==> src/rtl/mem_arbiter.sv <==
// Two-port round-robin arbiter for a single-port word RAM; partial stores run as read-modify-write.
// Define MEM_ARB_FIXED_PRIORITY_EN to replace round-robin with fixed port-0 priority.
module mem_arbiter #(
    parameter int ADDR_W = 14,
    parameter int DATA_W = 32
) (
    input  logic                  clk,
    input  logic                  reset,
    input  logic                  req0,
    input  logic                  we0,
    input  logic [ADDR_W-1:0]     addr0,
    input  logic [DATA_W-1:0]     wdata0,
    input  logic [DATA_W/8-1:0]   be0,
    output logic                  ack0,
    output logic [DATA_W-1:0]     rdata0,
    output logic                  err0,
    input  logic                  req1,
    input  logic                  we1,
    input  logic [ADDR_W-1:0]     addr1,
    input  logic [DATA_W-1:0]     wdata1,
    input  logic [DATA_W/8-1:0]   be1,
    output logic                  ack1,
    output logic [DATA_W-1:0]     rdata1,
    output logic                  err1,
    output logic                  ram_we,
    output logic                  ram_re,
    output logic [ADDR_W-1:0]     ram_addr,
    output logic [DATA_W-1:0]     ram_wdata,
    input  logic [DATA_W-1:0]     ram_rdata
);
    localparam int BE_W = DATA_W / 8;

    typedef enum logic [1:0] {IDLE, ACCESS, MERGE, DONE} state_t;

    state_t              state_q, state_d;
    logic                port_q, port_d;
    logic                we_q, we_d;
    logic [ADDR_W-1:0]   addr_q, addr_d;
    logic [DATA_W-1:0]   wdata_q, wdata_d;
    logic [BE_W-1:0]     be_q, be_d;
    logic                err_q, err_d;
    // Holds the read word for reads, or the merged word for partial writes.
    logic [DATA_W-1:0]   word_q, word_d;

    logic                sel;
    logic                sel_we;
    logic [ADDR_W-1:0]   sel_addr;
    logic [DATA_W-1:0]   sel_wdata;
    logic [BE_W-1:0]     sel_be;
    logic [DATA_W-1:0]   merged;

`ifdef MEM_ARB_FIXED_PRIORITY_EN
    assign sel = ~req0;
`else
    logic last_q, last_d;
    assign sel = (req0 && req1) ? ~last_q : req1;
`endif

    assign sel_we    = sel ? we1    : we0;
    assign sel_addr  = sel ? addr1  : addr0;
    assign sel_wdata = sel ? wdata1 : wdata0;
    assign sel_be    = sel ? be1    : be0;

    always_comb begin
        merged = ram_rdata;
        for (int i = 0; i < BE_W; i++) begin
            if (be_q[i]) merged[i*8 +: 8] = wdata_q[i*8 +: 8];
        end
    end

    always_comb begin
        state_d   = state_q;
        port_d    = port_q;
        we_d      = we_q;
        addr_d    = addr_q;
        wdata_d   = wdata_q;
        be_d      = be_q;
        err_d     = err_q;
        word_d    = word_q;
`ifndef MEM_ARB_FIXED_PRIORITY_EN
        last_d    = last_q;
`endif
        ram_we    = 1'b0;
        ram_re    = 1'b0;
        ram_addr  = '0;
        ram_wdata = '0;
        ack0      = 1'b0;
        ack1      = 1'b0;
        rdata0    = '0;
        rdata1    = '0;
        err0      = 1'b0;
        err1      = 1'b0;
        case (state_q)
            IDLE: begin
                if (req0 || req1) begin
                    port_d  = sel;
                    we_d    = sel_we;
                    addr_d  = sel_addr;
                    wdata_d = sel_wdata;
                    be_d    = sel_be;
                    word_d  = '0;
                    err_d   = (sel_addr[1:0] != 2'b00) || (sel_we && (sel_be == '0));
`ifndef MEM_ARB_FIXED_PRIORITY_EN
                    last_d  = sel;
`endif
                    state_d = err_d ? DONE : ACCESS;
                end
            end
            ACCESS: begin
                ram_addr = addr_q;
                if (!we_q) begin
                    ram_re  = 1'b1;
                    word_d  = ram_rdata;
                    state_d = DONE;
                end else if (be_q == '1) begin
                    ram_we    = 1'b1;
                    ram_wdata = wdata_q;
                    state_d   = DONE;
                end else begin
                    ram_re  = 1'b1;
                    word_d  = merged;
                    state_d = MERGE;
                end
            end
            MERGE: begin
                ram_we    = 1'b1;
                ram_addr  = addr_q;
                ram_wdata = word_q;
                state_d   = DONE;
            end
            DONE: begin
                if (port_q) begin
                    ack1   = 1'b1;
                    rdata1 = we_q ? '0 : word_q;
                    err1   = err_q;
                end else begin
                    ack0   = 1'b1;
                    rdata0 = we_q ? '0 : word_q;
                    err0   = err_q;
                end
                state_d = IDLE;
            end
            default: state_d = IDLE;
        endcase
    end

    always_ff @(posedge clk or negedge reset) begin
        if (!reset) begin
            state_q <= IDLE;
            port_q  <= 1'b0;
            we_q    <= 1'b0;
            addr_q  <= '0;
            wdata_q <= '0;
            be_q    <= '0;
            err_q   <= 1'b0;
            word_q  <= '0;
`ifndef MEM_ARB_FIXED_PRIORITY_EN
            // Pretend port 1 went last so port 0 wins the first tie.
            last_q  <= 1'b1;
`endif
        end else begin
            state_q <= state_d;
            port_q  <= port_d;
            we_q    <= we_d;
            addr_q  <= addr_d;
            wdata_q <= wdata_d;
            be_q    <= be_d;
            err_q   <= err_d;
            word_q  <= word_d;
`ifndef MEM_ARB_FIXED_PRIORITY_EN
            last_q  <= last_d;
`endif
        end
    end
endmodule

==> config.mk <==
export PLATFORM = sky130hd
export DESIGN_NAME = mem_arbiter
export DESIGN_NICKNAME = d
export VERILOG_FILES = /design/src/rtl/mem_arbiter.sv
export SDC_FILE = /design/constraint.sdc
export NUM_CORES = 1
export LEC_CHECK = 0
export BUFFER_PORTS_ARGS = -buffer_cell sky130_fd_sc_hd__buf_2
export CELL_PAD_IN_SITES_DETAIL_PLACEMENT = 1
export CELL_PAD_IN_SITES_GLOBAL_PLACEMENT = 2
export CORE_MARGIN = 2
export CORE_UTILIZATION = 27
export DETAILED_ROUTE_END_ITERATION = 16
export GPL_TIMING_DRIVEN = 0
export PLACE_DENSITY_LB_ADDON = 0.3
export SYNTH_ARGS = -nofsm -noshare
export SYNTH_HDL_FRONTEND = slang
export SYNTH_SLANG_ARGS = --single-unit
==> constraint.sdc <==
create_clock -name clk -period 2.7 [get_ports clk]
set_input_delay 0.27 -clock clk [delete_from_list [all_inputs] [get_ports clk]]
set_output_delay 0.27 -clock clk [all_outputs]
set_load 0.02 [all_outputs]
==> results.yml, run 1 <==
power:
  powerDensity_nw_per_um2: 1080
  seqPwrFrac_pct: 29.8
  clkPwrFrac_pct: 16.2
  p_comb_share_pct: 54.0
  power_leakage_nw: 4.07
  vdd_drop_max_mv: 0.464
  p_sw_share_pct: 47.8
  p_sw_mw: 4.02
  p_int_mw: 4.38
  total_power_mw: 8.41
cts:
  numCtsBuffers: 9
  clkTransAtPathRegs_ns: 0.07
  cts_tree: "built"
  clock_latency_ns: 0.34
  cts.sinks: 88
  cts_buffer_depth: 2
  clockRootBuffer: "clkbuf_16"
  cts_max_level: 3
worst_setup_path:
  criticalPathCategory: "register to primary output"
  r2r-start: "state_q[0]"
  critPathCaptureType: "primary output"
  rr_endpoint: "wdata_q[18]"
  cp.arrival_ns: 2.29
  start_kind: "register"
  reg2reg_setup_slack_ns: 0.41
  worstRegToRegCells: 7
  startpoint: "state_q[1]"
  cp.required_ns: 2.43
  cp_max_fo: 10
floorplan:
  io_pins: 254
  core_um2: 21000
  fp.dieW_um: 150
  die_h_um: 150
  rows: 53
  initial_core_util_pct: 27.4
  fp.dieArea_um2: 22400
sta:
  drv_slew: 0
  slew_headroom_pct: 45.0
  worst_pin_slew_ns: 0.804
  fin_crit_sh_pct: 95.0
  whs_ns: 0.150
  rsz0062_at_grt: "false"
  hold_viol: 0
  fin_crit_ns: 2.56
  finalSetupViolCount: 0
  tns_ns: 0
  fin_skew_ns: 0.00727
  setup_ws_ns: 0.135
  max_freq_mhz: 390
hold_path:
  hp-class: "input pin to register"
  hold_path_depth: 2
  hold_end: "last_q"
  holdCritStartpoint: "req0"
global_route:
  grt_pass1_wl_um: 36400
  grt_pass1_vias: 6121
  grt_use_total_pct: 21.6
  grt_max_degree: 49
  antenna_found_initial: 3
  overflow: 0
routing:
  dr.first_iter.drc_count: 252
  drt_first_pass_iters: 4
  route.detailed.drc: 0
  vias: 5815
  wl_per_cell_um: 20.5
  ant_nets: 0
  vias_per_cell: 4.86
  routed_wl_um: 24500
yosys:
  syn_nets: 791
  synthDistinctLibCells: 35
  avgSynthCellArea_um2: 8.86
  yosys_warnings: 0
  synth_enable_flop_cells: 0
  synth_commonest_cells: "87 x dfrtp_1, 83 x mux2i_1, 83 x o21ai_0"
  syn_inst: 648
  synth_top_area_share_pct: 37.9
  synthArstFlopShare_pct: 100
  synthTopCellsByArea: "dfrtp_1 38%, mux2i_1 14%, o21ai_0 7.2%"
  seq_area_frac_synth_pct: 38.4
  synth_flop_cell: "dfrtp_1"
  ys_ff_latch: 88
  synth.largest_area_cell: "dfrtp_1"
  synth_most_common_cell: "dfrtp_1"
  netlist_area_um2: 5740
placement:
  place.gp.congestion: 0.779
  dpl.cell_count: 1177
  hpwl_um: 18400
  pre_cts_slack_ns: 0.0542
  io_buffers: 253
layout:
  final_cells: 1196
  drive_gt1_share_pct: 33.4
  area_growth_pct: 35.1
  nets: 1057
run:
  cap_violations: 0
status:
  status: "completed"
-- flip-flops by register name, summed over array words and instances, names as in the netlist --
signal / cells
wdata_q: 32
state_q: 2
we_q: 1
addr_q: 14
be_q: 4
err_q: 1
last_q: 1
word_q: 32
port_q: 1
-- layout make-up --
type,instances,area [um2]
sequential,88,2200
inverter,36,135
buffer,62,320
multi-input combinational,462,3130
timing repair buffer,255,1310
clock inverter,4,70.1
fill,2569,13200
clock buffer,10,239
tap,275,344
antenna,4,10.0
-- kinds of logic (layout without fill, tap and decap cells) --
group                      Yosys count  in the layout  share of synthesized area (%)
AOI/OAI and AO/OA                  163            163                           18.7
and+or+nand+nor                    211            211                           20.0
DFF                                 88             88                           38.4
adders and majority gates            5              5                           1.09
buffers and inverters               98            367                           7.41
muxes                               83             83                           14.5
other                                0              4                              0
-- cells in the final DEF, fill, tap and decap left out, drive strengths merged --
cell           n
a31oi          2
nor4           2
nor3b          1
nand2b         1
nor3          32
a32oi         32
inv           36
nor2b         35
a2111oi        2
dfstp          1
nand4          1
o31ai          1
nor2           2
mux2i         83
diode          4
and3          35
nand2         54
clkbuf        55
ha             5
o41a           1
or3b           1
dfrtp         87
o21ai         85
a22o           1
a21boi        33
buf          271
a21oi          3
and2          47
bufinv         2
o311ai         1
a211oi         1
clkinv         2
dlygate4sd3    1
a21bo          1
-- worst max-delay path, cell delays in order (launching register included) --
cell and delay [ns]:
dfrtp_1 0.42, inv_1 0.13, ha_1 0.33, clkbuf_1 0.58
nor2b_1 0.28, buf_2 0.20
-- worst max-delay path by stage --
stage,endpoint
after global routing,ram_wdata[23]
after floorplan,ram_wdata[2]
after detailed placement,ram_wdata[23]
after CTS,ram_wdata[27]
final,ram_we
after global placement,ram_wdata[23]
-- per-layer routing --
layer / wire length [um] / track usage [%] / vias to the layer above
met3: 1270 / 3.48 / 18
met4: 332 / 5.28 / 0
met2: 11500 / 36.0 / 176
met1: 11300 / 29.3 / 2824
met5: 0 / 0 / -
li1: - / - / 2797
-- power groups by stage --
stage	registers, mW	logic, mW	clock network [mW]
after floorplan	2.30	2.93	0
after detailed placement	2.52	4.53	0
after global placement	2.50	4.48	0
after CTS	2.50	4.58	1.41
final	2.51	4.54	1.36
after global routing	2.59	5.00	1.45
-- what timing repair did --
item | CTS | global route
endpoints found under the setup margin | 78 | 31
hold endpoints to repair | 8 | 0
setup buffers | 0 | 0
resized for setup | 15 | 19
hold buffers | 1 | 0
gates cloned | 0 | 0
-- stage by stage --
step	utilization, %	area, um2
after floorplan	-	5740
after global placement	35.1	7350
after detailed placement	35.2	7380
after CTS	36.9	7720
after global routing	37.0	7750
final	37.0	7760
No activity file was read; power rests on OpenSTA's default activity.
==> run 2: changes to the inputs <==
--- a/config.mk
+++ b/config.mk
@@ -12,7 +12,9 @@
 export CORE_UTILIZATION = 27
 export DETAILED_ROUTE_END_ITERATION = 16
 export GPL_TIMING_DRIVEN = 0
+export HOLD_SLACK_MARGIN = 0.02
 export PLACE_DENSITY_LB_ADDON = 0.3
+export SETUP_SLACK_MARGIN = 0.3
 export SYNTH_ARGS = -nofsm -noshare
 export SYNTH_HDL_FRONTEND = slang
 export SYNTH_SLANG_ARGS = --single-unit
==> run 2 against run 1 <==
Global-route usage rose by 0.084 points. Combinational power is 3% higher. Sequential share of layout area shrank 0.31 points. Count of clock-buffer cells in the layout stayed put. Critical path type unchanged. Final area rose by 1.3%.
==> results.yml, run 2 (same netlist as run 1, synthesis figures left out) <==
status:
  status: "completed"
routing:
  routed_wl_um: 24600
  ant_nets: 0
  drt_first_pass_iters: 4
  route.detailed.drc: 0
  vias: 5855
  wl_per_cell_um: 20.5
  dr.first_iter.drc_count: 227
  vias_per_cell: 4.89
placement:
  hpwl_um: 18400
  pre_cts_slack_ns: 0.0542
  dpl.cell_count: 1177
  placed_cell_area_um2: 7380
  place.gp.congestion: 0.779
  io_buffers: 253
hold_path:
  holdCritStartpoint: "req0"
  hold_path_depth: 2
  hp-class: "input pin to register"
  hold_end: "last_q"
cts:
  numCtsBuffers: 9
  cts.sinks: 88
  cts_max_level: 3
  cts_buffer_depth: 2
  clkTransAtPathRegs_ns: 0.07
  clock_latency_ns: 0.35
  cts_tree: "built"
  clockRootBuffer: "clkbuf_16"
floorplan:
  fp.dieArea_um2: 22400
  fp.dieW_um: 150
  die_h_um: 150
  core_um2: 21000
  rows: 53
  io_pins: 254
  initial_core_util_pct: 27.4
worst_setup_path:
  cp.arrival_ns: 2.05
  worstRegToRegCells: 7
  critPathCaptureType: "primary output"
  criticalPathCategory: "register to primary output"
  cp_max_fo: 10
  start_kind: "register"
  r2r-start: "state_q[0]"
  reg2reg_setup_slack_ns: 0.56
  cp.required_ns: 2.43
  rr_endpoint: "addr_q[7]"
sta:
  worst_pin_slew_ns: 0.814
  setup_ws_ns: 0.384
  finalSetupViolCount: 0
  hold_viol: 0
  drv_slew: 0
  whs_ns: 0.152
  fin_skew_ns: 0.00715
  fin_crit_ns: 2.32
  tns_ns: 0
  max_freq_mhz: 432
  slew_headroom_pct: 44.3
  rsz0062_at_grt: "true"
  fin_crit_sh_pct: 85.8
layout:
  layout_common_cells: "262 x buf_2, 83 x o21ai_0, 83 x mux2i_1, 83 x dfrtp_1, 54 x nand2_1"
  area_growth_pct: 36.9
  stdcell_area_um2: 7860
  final_cells: 1198
  reg.largest.list: "wdata_q (32), word_q (32), addr_q (14)"
  mostFrequentLayoutCell: "buf_2"
  drive_gt1_share_pct: 35.7
  nets: 1061
  fillers: 2572
  final_util_pct: 37.5
global_route:
  antenna_found_initial: 2
  grt_max_degree: 49
  overflow: 0
  grt_use_total_pct: 21.7
  grt_pass1_vias: 6134
  grt_pass1_wl_um: 36600
power:
  total_power_mw: 8.56
  powerDensity_nw_per_um2: 1090
  vdd_drop_max_mv: 0.481
  power_leakage_nw: 4.12
run:
  cap_violations: 0
run 2: changes by cell type in the layout (fill, tap and decap cells not counted), sizes merged:
cell and delta:
diode -2, buf +9, clkbuf -5
run 2: final cells by class:
cell class	instances	area [um2]	area share [%]
Multi-Input combinational cell	462	3150	40.0
Sequential cell	88	2210	28.1
Timing Repair Buffer	259	1340	17.0
Buffer	62	373	4.74
Tap cell	275	344	4.38
Clock buffer	10	239	3.04
Inverter	36	135	1.72
Clock inverter	4	70.1	0.892
Antenna cell	2	5.00	0.0637
run 2: what timing repair did:
item | CTS | global route
hold buffers | 1 | 0
resized for setup | 42 | 32
setup endpoints to repair | 105 | 111
setup buffers | 0 | 4
hold endpoints to repair | 46 | 0
run 2: power breakdown:
group	leakage [nW]	internal, mW	switching, mW
Sequential	1.11	1.97	0.543
Clock	0.154	0.824	0.545
Combinational	2.86	1.71	2.96
Total	4.12	4.51	4.05
run 2: worst max path at each step:
| stage | slack [ns] | to | cells past startpoint | from |
|---|---|---|---|---|
| 3_3_place_gp | 0.02 | ram_wdata[23] | 6 | state_q[1] |
| 2_1_floorplan | 0.67 | ram_wdata[2] | 7 | state_q[1] |
| 3_5_place_dp | 0.05 | ram_wdata[23] | 8 | state_q[1] |
| 4_1_cts | 0.28 | ram_wdata[23] | 6 | state_q[0] |
| 5_1_grt | 0.26 | ram_wdata[23] | 7 | state_q[0] |
| 6_report | 0.38 | ram_wdata[23] | 6 | be_q[1] |
run 2: layer usage:
layer | share of wire (%) | track usage (%)
met1 | 46 | 29.5
met2 | 47 | 35.9
met3 | 5.2 | 3.51
met4 | 1.7 | 5.85
met5 | 0 | 0
run 2: worst max-delay path, cell delays in order, from the launching register on:
cell and delay (ns):
dfrtp_2 0.50, and3_1 0.20, buf_6 0.15, clkbuf_2 0.33
a32oi_1 0.16, nor2b_1 0.19, buf_4 0.17
